<file path="src/rtl/lsu_pkg.sv">
`default_nettype none
// ============================================================================
//  Module      : lsu_pkg
//  Description : Shared encodings, FSM state type and request legality check
//                for the load/store initiator.
//  Revision    : 1.0 - initial release
// ============================================================================
package lsu_pkg;

  localparam logic [1:0] SZ_BYTE = 2'b00;
  localparam logic [1:0] SZ_HALF = 2'b01;
  localparam logic [1:0] SZ_WORD = 2'b10;

  typedef enum logic [2:0] {
    IDLE   = 3'd0,
    LOAD   = 3'd1,
    RMW_RD = 3'd2,
    WRITE  = 3'd3,
    RESP   = 3'd4
  } lsu_state_e;

  // 1 when the request must be rejected: misaligned, illegal size or
  // word index beyond the end of the data memory.
  function automatic logic lsu_req_err(input logic [1:0]  size,
                                       input logic [31:0] addr,
                                       input int unsigned dm_words);
    logic bad_align;
    case (size)
      SZ_BYTE: bad_align = 1'b0;
      SZ_HALF: bad_align = addr[0];
      SZ_WORD: bad_align = (addr[1:0] != 2'b00);
      default: bad_align = 1'b1;
    endcase
    return bad_align | ({2'b00, addr[31:2]} >= dm_words);
  endfunction

endpackage
`default_nettype wire

</file>
<file path="src/rtl/lsu_byte_lane.sv">
`default_nettype none
// ============================================================================
//  Module      : lsu_byte_lane
//  Description : Little-endian lane steering. Extracts and extends the loaded
//                lane, and merges the store lane into a read-back word.
//  Revision    : 1.0 - initial release
// ============================================================================
module lsu_byte_lane
  import lsu_pkg::*;
(
  input  logic [1:0]  size_i,
  input  logic        signed_i,
  input  logic [1:0]  lane_i,
  input  logic [31:0] rdata_i,
  input  logic [31:0] wdata_i,
  output logic [31:0] load_o,
  output logic [31:0] merge_o
);

  logic [7:0]  w_byte;
  logic [15:0] w_half;

  // Lane select, extension for loads and lane replacement for stores.
  always_comb begin
    w_byte  = rdata_i[{lane_i, 3'b000} +: 8];
    w_half  = lane_i[1] ? rdata_i[31:16] : rdata_i[15:0];
    load_o  = rdata_i;
    merge_o = wdata_i;
    case (size_i)
      SZ_BYTE: begin
        load_o  = {{24{signed_i & w_byte[7]}}, w_byte};
        merge_o = rdata_i;
        merge_o[{lane_i, 3'b000} +: 8] = wdata_i[7:0];
      end
      SZ_HALF: begin
        load_o  = {{16{signed_i & w_half[15]}}, w_half};
        merge_o = rdata_i;
        merge_o[{lane_i[1], 4'b0000} +: 16] = wdata_i[15:0];
      end
      default: ;
    endcase
  end

endmodule
`default_nettype wire

</file>
<file path="src/rtl/lsu_dm_master.sv">
`default_nettype none
// ============================================================================
//  Module      : lsu_dm_master
//  Description : Single-outstanding load/store initiator. Turns byte, half
//                and word requests into aligned word accesses on the data
//                memory port, using read-modify-write for sub-word stores.
//  Revision    : 1.0 - initial release
// ============================================================================
module lsu_dm_master
  import lsu_pkg::*;
#(
  parameter int unsigned DM_WORDS = 32
) (
  input  logic        clk,
  input  logic        rst_n,
  input  logic        req_valid_i,
  output logic        req_ready_o,
  input  logic        req_we_i,
  input  logic [1:0]  req_size_i,
  input  logic        req_signed_i,
  input  logic [31:0] req_addr_i,
  input  logic [31:0] req_wdata_i,
  output logic        resp_valid_o,
  output logic [31:0] resp_rdata_o,
  output logic        resp_err_o,
  output logic [31:0] dm_addr_o,
  output logic [31:0] dm_wdata_o,
  output logic        dm_we_o,
  input  logic [31:0] dm_rdata_i
);

  lsu_state_e  r_state;
  lsu_state_e  w_next;
  logic [1:0]  r_size;
  logic        r_signed;
  logic [1:0]  r_lane;
  logic [31:0] r_wdata;
  logic [31:0] r_rdata;
  logic        r_err;
  logic [31:0] r_dm_addr;
  logic [31:0] r_dm_wdata;
  logic        w_accept;
  logic        w_req_err;
  logic [31:0] w_load_data;
  logic [31:0] w_merge_data;

  assign w_req_err = lsu_req_err(req_size_i, req_addr_i, DM_WORDS);
  assign w_accept  = req_valid_i & req_ready_o;

  lsu_byte_lane u_lane (
    .size_i   (r_size),
    .signed_i (r_signed),
    .lane_i   (r_lane),
    .rdata_i  (dm_rdata_i),
    .wdata_i  (r_wdata),
    .load_o   (w_load_data),
    .merge_o  (w_merge_data)
  );

  // State register; reset forces IDLE immediately so dm_we_o drops at once.
  always_ff @(posedge clk or posedge rst_n) begin
    if (rst_n) r_state <= IDLE;
    else       r_state <= w_next;
  end

  // Next-state decode plus the state-decoded (Moore) handshake and DM strobe.
  always_comb begin
    w_next       = r_state;
    req_ready_o  = 1'b0;
    resp_valid_o = 1'b0;
    dm_we_o      = 1'b0;
    case (r_state)
      IDLE: begin
        req_ready_o = 1'b1;
        if (req_valid_i) begin
          if (w_req_err)                w_next = RESP;
          else if (!req_we_i)           w_next = LOAD;
          else if (req_size_i == SZ_WORD) w_next = WRITE;
          else                          w_next = RMW_RD;
        end
      end
      LOAD:    w_next = RESP;
      RMW_RD:  w_next = WRITE;
      WRITE: begin
        dm_we_o = 1'b1;
        w_next  = RESP;
      end
      RESP: begin
        resp_valid_o = 1'b1;
        w_next       = IDLE;
      end
      default: w_next = IDLE;
    endcase
  end

  // Request latch and datapath; DM address/data registers only move for
  // legal requests so rejected ones leave the DM port untouched.
  always_ff @(posedge clk or posedge rst_n) begin
    if (rst_n) begin
      r_size     <= 2'b00;
      r_signed   <= 1'b0;
      r_lane     <= 2'b00;
      r_wdata    <= 32'd0;
      r_rdata    <= 32'd0;
      r_err      <= 1'b0;
      r_dm_addr  <= 32'd0;
      r_dm_wdata <= 32'd0;
    end else begin
      case (r_state)
        IDLE: begin
          if (w_accept) begin
            r_size   <= req_size_i;
            r_signed <= req_signed_i;
            r_lane   <= req_addr_i[1:0];
            r_wdata  <= req_wdata_i;
            r_rdata  <= 32'd0;
            r_err    <= w_req_err;
            if (!w_req_err) begin
              r_dm_addr <= {req_addr_i[31:2], 2'b00};
              if (req_we_i && (req_size_i == SZ_WORD))
                r_dm_wdata <= req_wdata_i;
            end
          end
        end
        LOAD:    r_rdata    <= w_load_data;
        RMW_RD:  r_dm_wdata <= w_merge_data;
        default: ;
      endcase
    end
  end

  assign resp_rdata_o = r_rdata;
  assign resp_err_o   = r_err;
  assign dm_addr_o    = r_dm_addr;
  assign dm_wdata_o   = r_dm_wdata;

endmodule
`default_nettype wire

</file>
<file path="config.mk">
export PLATFORM = sky130hd
export DESIGN_NAME = lsu_dm_master
export DESIGN_NICKNAME = d
export VERILOG_FILES = /design/src/rtl/lsu_pkg.sv /design/src/rtl/lsu_byte_lane.sv /design/src/rtl/lsu_dm_master.sv
export SDC_FILE = /design/constraint.sdc
export NUM_CORES = 1
export LEC_CHECK = 0
export ABC_AREA = 1
export ABC_CLOCK_PERIOD_IN_PS = 10800
export CAP_MARGIN = 40
export CORE_UTILIZATION = 40
export CTS_CLUSTER_SIZE = 14
export DETAILED_ROUTE_END_ITERATION = 6
export GPL_TIMING_DRIVEN = 1
export HOLD_SLACK_MARGIN = 0.06
export PLACE_DENSITY = 0.67
export SLEW_MARGIN = 40
export SYNTH_ARGS = -nofsm -noshare
export SYNTH_HDL_FRONTEND = slang
export SYNTH_SLANG_ARGS = --single-unit
</file>
<file path="constraint.sdc">
create_clock -name clk -period 10.8 [get_ports clk]
set_input_delay 2.16 -clock clk [delete_from_list [all_inputs] [get_ports clk]]
set_output_delay 2.16 -clock clk [all_outputs]
set_load 0.03 [all_outputs]
</file>
==> summary.md, run 1 <==
| Metric | Value |
|---|---|
| Largest net degree at the start of global routing | a little under 80 |
| Period minus WS final | between 4000 and 5000 ps |
| Row Count | 51 |
| Worst-Margin Slew | 761 ps |
| Post-synthesis sequential area ratio | 0.418 |
| Final setup viols | 0 |
| Non-Filler Instances | between 1500 and 2000 |
| Post-Synth Adder-Cell Area | 0.00774 |
| Max layer used | met4 |
| Pint | 1310 uW |
| Drt drc | 0 |
| Post-synth EDFFs | 0 |
| Synth Cell Area | a little over 8000 sq um |
| CTS hold repair buffers | 0 |
| M1 WL | about 11000 um |
| Worst-path clk slew | 70 ps |
| Final net count | approximately 1500 |
| DRT antenna net count | 0 |
| #FFs+latches synth | about 140 |
| H-Tree Depth | 4 |
| Hold depth | 2 |
| Starting DRT DRC Count | between 900 and 1000 |
| Detailed-route via count | roughly 8400 |
| F_max | about 230 MHz |
| R2R depth | 13 |
| Clock power share | 0.229 |
| WL/cell | ~16 um |
| Yosys cell types | 33 |
| Switching share of power | 0.475 |
| Top_reg_cell synth | dfrtp_1 |
| GRT Util Overall | 0.266 |
| Die height | approximately 140 um |
| Vias in the first global route | between 7000 and 8000 |
| Worst path required time | roughly 8600 ps |
| Gp weighted congestion | roughly 0.94 |
| Syn_area_per_cell | around 6.7 sq um |
| Ys Warns | 0 |
| CTS tree | done |
| Root buf cell | clkbuf_16 |
| Met2 wire length | approximately 12000 um |
| Outcome | finished, final reports clean |
| Comb power frac | 0.480 |
| Mux cell area share after synthesis | 0 |
| Fin. Hold Viols | 0 |
| Worst EP arrival | ~2300 ps |
| Mapped Cells | around 1200 |
| Crit path largest cell delay | between 800 and 900 ps |
| WHS Endpoint | dm_addr_o[7] |
| Crit path cell chain | inv_1 > nor2_1 > clkdlybuf4s50_1 |
| Met3 Wirelength | 2600 um |
| Die area | ~21000 sq um |
| Slew Viols, Final | 0 |
| Clock Tree Buf Depth | 2 |
| Critical-path top delay cell | dfrtp_1 |
| Max_cap viols | 0 |
| Input/output buffers | 200 |
| Asr flop ratio synth | 1.00 |
| Flop pwr share | 0.291 |
| Setup TNS Final | 0 ps |
| R2r setup slk | ~7100 ps |
| Clk Latency, worst-skew pair | around 430 ps |
| Sink Count | between 100 and 150 |
| First-pass GRT wire length | around 42000 um |
| Crit path kind | reg2out |
| Simple-gate share of the synthesized area | 0.327 |
| Highest net fanout along the worst path | 20 |
| Min-delay src | dm_addr_o[7] |
| DRT Pass-1 Iters | 6 |
| Final hold slack | between 400 and 500 ps |
| Static leakage power | 0.00540 uW |
| Compound-Gate Fraction of Synth Area | 0.142 |
| Total CTS buffers | 17 |
| Reg2reg start | r_lane[1] |
| Horiz. Die Dim | ~140 um |
| Power Density | 233 nW/um^2 |
| Post-CTS resize count | 0 |
| Critical Path End Type | primary output |
| Antenna cell count | 0 |
| Layout cells sized above 1 | 0.0486 |
| Area Overhead vs Synth | 33.0% |
| Drt via density | 5.10 |
| Final HPWL DP | a little under 20000 um |
| Largest family of logic cells by synthesized area | simple AND/OR/NAND/NOR gates |
| Top Ports | between 200 and 250 |
| Final period util | 0.410 |
| Slew HR | 0.493 |
| Worst hold path type | reg2reg |
| Post-synthesis xor/xnor area fraction | 0 |
| Switching pwr | roughly 1200 uW |
| Antenna violations before repair | 0 |
| Post-Route WL | 27000 um |
| Core area | 19700 sq um |
| R2R Path End | dm_wdata_o[23] |
| RSZ-0062 raised after global routing | no |
| Placed cell count | ~1600 |
| Clock Skew | 10.4 ps |
| Starting density of the core | 0.411 |
| Postcts setup bufs | 0 |
| Max VDD drop | 0.146 mV |
| Total grt overflow | 0 |
| CP startpoint kind | flip-flop |
cells in the mapped netlist (2+ instances only):
cell / instances / area share
nand2_1: 462 / 0.21
dfrtp_1: 135 / 0.42
inv_1: 125 / 0.058
a21oi_1: 118 / 0.073
nand3_1: 90 / 0.056
nor2_1: 68 / 0.032
o21ai_0: 63 / 0.039
buf_2: 39 / 0.024
clkbuf_1: 20 / 0.0093
nand4_1: 14 / 0.011
o211ai_1: 9 / 0.0084
a21boi_0: 8 / 0.0074
buf_4: 6 / 0.0056
a211oi_1: 5 / 0.0046
ha_1: 5 / 0.0077
buf_1: 4 / 0.0019
nand2_2: 4 / 0.0031
nor2_2: 4 / 0.0031
or2_2: 4 / 0.0031
buf_6: 3 / 0.0042
clkinv_1: 3 / 0.0014
inv_2: 2 / 0.00093
nor3_1: 2 / 0.0012
o221ai_1: 2 / 0.0022
o22ai_1: 2 / 0.0015
o31ai_1: 2 / 0.0019
registers in the layout, summed over array words and instances, names as in the netlist:
name / cells
r_signed: 1
r_state: 3
r_size: 2
resp_rdata_o: 32
r_lane: 2
r_wdata: 32
dm_addr_o: 30
resp_err_o: 1
dm_wdata_o: 32
cell usage in the layout (no fill, tap or decap), types with 14 or more instances in the layout:
cell / count
nand2_1: 462
clkbuf_16: 17
a21oi_1: 118
nand4_1: 14
clkdlybuf4s50_1: 200
nand3_1: 89
o21ai_0: 63
inv_1: 124
dfrtp_1: 134
nor2_1: 65
stage by stage:
step | utilization | total power (uW) | instance area, sq um | setup WS (ps)
after floorplan | - | 1550 | 8090 | 5030
after global placement | 0.517 | 1910 | 10200 | 6160
after detailed placement | 0.517 | 1920 | 10200 | 6080
after CTS | 0.546 | 2500 | 10700 | 6380
after global routing | 0.547 | 2670 | 10800 | 6270
final | 0.547 | 2500 | 10800 | 6370
cell type report:
| cell class | instances | area, sq um |
|---|---|---|
| Clock buffer | 17 | 425 |
| Sequential cell | 135 | 3380 |
| Multi-Input combinational cell | 870 | 3880 |
| Tap cell | 265 | 332 |
| Clock inverter | 15 | 146 |
| Fill cell | 2045 | 8900 |
| Inverter | 130 | 493 |
| Timing Repair Buffer | 212 | 2100 |
worst max-delay path by stage:
stage                        startpoint        endpoint  slack [ps]  depth (start not counted)
after detailed placement  req_size_i[1]  dm_wdata_o[20]        6080                          8
after global placement    req_size_i[1]  dm_wdata_o[11]        6160                          8
after floorplan                   rst_n   dm_addr_o[10]        5030                          1
after CTS                    r_state[1]         dm_we_o        6380                          3
after global routing         r_state[1]         dm_we_o        6270                          3
final                        r_state[1]         dm_we_o        6370                          3
kinds of logic (layout without fill, tap and decap cells):
family	Yosys count	after routing
DFF	135	135
buffers and inverters	202	374
and+or+nand+nor	651	651
other	1	2
adders and majority gates	5	5
AOI/OAI and AO/OA	212	212
layer usage:
layer / global-route usage / vias up
li1: - / 4134
met1: 0.336 / 3804
met2: 0.428 / 395
met3: 0.0772 / 55
met4: 0.100 / 0
met5: 0 / -
power by group through the flow:
stage / Clock (uW) / Combinational, uW / Sequential, uW
after floorplan: 0 / 737 / 816
after global placement: 0 / 1170 / 736
after detailed placement: 0 / 1180 / 735
after CTS: 582 / 1190 / 727
after global routing: 602 / 1330 / 742
final: 573 / 1200 / 729
critical path, delay by kind of cell (launching register included):
family | cells | cell delay [ps]
buf+inv | 2 | 860
flops | 1 | 830
simple gates | 1 | 150
Note: power is estimated with default switching activity, not from simulation.
==> inputs of run 2 (changes only) <==
--- a/config.mk
+++ b/config.mk
@@ -6,7 +6,7 @@
 export NUM_CORES = 1
 export LEC_CHECK = 0
 export ABC_AREA = 1
-export ABC_CLOCK_PERIOD_IN_PS = 10800
+export ABC_CLOCK_PERIOD_IN_PS = 4400
 export CAP_MARGIN = 40
 export CORE_UTILIZATION = 40
 export CTS_CLUSTER_SIZE = 14
==> constraint.sdc (replaced) <==
create_clock -name clk -period 4.4 [get_ports clk]
set_input_delay 0.88 -clock clk [delete_from_list [all_inputs] [get_ports clk]]
set_output_delay 0.88 -clock clk [all_outputs]
set_load 0.03 [all_outputs]
==> run 2 against run 1 <==
Compared with the run above:
- critical path depth up 1
- design area up 0.58%
- utilization up 0.32 points
- cell count up 0.18%
- sequential cell count unchanged
- register-to-register slack worse by 5600 ps
- non-clock buffer count up 3
- sequential share of layout area down 0.18 points
- worst hold slack better by 1.9 ps
- clock skew about the same
- largest power group unchanged
==> summary.md, run 2 (synthesized netlist as in run 1, its figures left out) <==
| Metric | Value |
|---|---|
| Period minus WS final | between 3000 and 4000 ps |
| H-Tree Depth | 4 |
| Vias in the first global route | approximately 8000 |
| Fin area | 10800 sq um |
| Clk Latency, worst-skew pair | 430 ps |
| R2R depth | 13 |
| Crit path kind | reg2out |
| Detailed-route via count | roughly 8500 |
| Hold depth | 2 |
| Layout cells sized above 1 | 0.0499 |
| Drt via density | 5.15 |
| Gp weighted congestion | roughly 0.97 |
| Die area | ~21000 sq um |
| DRT Pass-1 Iters | 5 |
| Final HPWL DP | ~20000 um |
| Die height | 144 um |
| Pre-CTS setup slack | roughly 1200 ps |
| Worst-Margin Slew | ~770 ps |
| Postcts setup bufs | 0 |
| Total CTS buffers | 17 |
| WHS Endpoint | dm_addr_o[29] |
| Final setup viols | 0 |
| Post-Route WL | between 20000 and 30000 um |
| Setup TNS Final | 0 ps |
| Outcome | finished, final reports clean |
| CTS tree | done |
| DRT antenna net count | 0 |
| Reg2reg start | r_lane[0] |
| Max VDD drop | approximately 0.4 mV |
| CP startpoint kind | flip-flop |
| Area Overhead vs Synth | 33.8% |
| RSZ-0062 raised after global routing | no |
| Clock Tree Buf Depth | 2 |
| Antenna violations before repair | 0 |
| Input/output buffers | 200 |
| Total grt overflow | 0 |
| Worst hold path type | reg2reg |
| Worst-path clk slew | approximately 70 ps |
| Worst path required time | around 3500 ps |
| Critical Path End Type | primary output |
| Power Density | 573 nW/um^2 |
| GRT Util Overall | 0.271 |
| CTS hold repair buffers | 0 |
| Final hold slack | approximately 470 ps |
| Row Count | 51 |
| Cell Area, Placed | slightly above 10000 sq um |
| Highest net fanout along the worst path | 20 |
| Antenna cell count | 0 |
| Root buf cell | clkbuf_16 |
| R2r setup slk | 1450 ps |
| Slew HR | 0.486 |
| Final setup margin | between 1000 and 1500 ps |
| Starting density of the core | 0.411 |
| First-pass GRT wire length | between 40000 and 50000 um |
| Commonest non-fill, non-tap cell in the layout | nand2_1 |
| Max_cap viols | 0 |
| Most frequent cells in the layout | nand2_1, clkdlybuf4s50_1, dfrtp_1 |
| Horiz. Die Dim | around 140 um |
| Starting DRT DRC Count | around 750 |
| Min-delay src | dm_addr_o[29] |
| Post-CTS resize count | 0 |
| Top Ports | a little over 200 |
| Core area | slightly below 20000 sq um |
| R2R Path End | dm_wdata_o[21] |
| Drt drc | 0 |
| Clock Skew | 10.4 ps |
| Fin. Hold Viols | 0 |
| Worst EP arrival | 2300 ps |
| Static leakage power | about 0.0054 uW |
| Final period util | 0.723 |
| Sink Count | roughly 140 |
| Final net count | approximately 1500 |
| F_max | between 300 and 400 MHz |
| WL/cell | about 16 um |
| Slew Viols, Final | 0 |
| Fin util | 0.550 |
| Largest net degree at the start of global routing | a little under 80 |
[run 2: cell types whose count changed in the layout (fill, tap and decap cells not counted), sizes merged]
cell and delta:
clkinvlp +3, bufinv +1, inv -2, buf +3, clkinv -2
[run 2: through the flow]
stage	std cells	total power [uW]
2_1_floorplan	1207	3810
3_3_place_gp	1614	4660
3_5_place_dp	1615	4710
4_1_cts	1647	6190
5_1_grt	1647	6630
6_report	1647	6200
[run 2: worst max-delay path by stage]
stage / startpoint / slack [ps] / cells after the start / end
after floorplan: rst_n / 1840 / 1 / dm_addr_o[10]
after global placement: req_addr_i[19] / 1300 / 10 / dm_wdata_o[11]
after detailed placement: req_addr_i[19] / 1240 / 10 / dm_wdata_o[13]
after CTS: r_state[1] / 1240 / 4 / req_ready_o
after global routing: r_state[1] / 1070 / 4 / req_ready_o
final: r_state[1] / 1220 / 4 / req_ready_o
[run 2: report_power, final]
part,internal (uW),switching (uW),total (uW)
sequential,1540,260,1800
clock,810,647,1460
combinational,933,2000,2940
[run 2: layer usage]
layer,vias to the layer above,wire [um],track usage
li1,4131,-,-
met1,3921,11300,0.345
met2,381,12400,0.435
met3,50,2400,0.0685
met4,0,904,0.116
met5,-,0,0
[run 2: layout make-up]
type                       instances  area [sq um]
sequential                       135          3380
fill                            2025          8840
timing repair buffer             215          2140
multi-input combinational        870          3880
tap                              265           332
inverter                         130           492
clock inverter                    15           174
clock buffer                      17           425
[run 2: critical path, cell delays in order (launching register included)]
cell	delay (ps)
dfrtp_1	840
inv_1	150
nand2_2	190
inv_1	70
clkdlybuf4s50_1	610
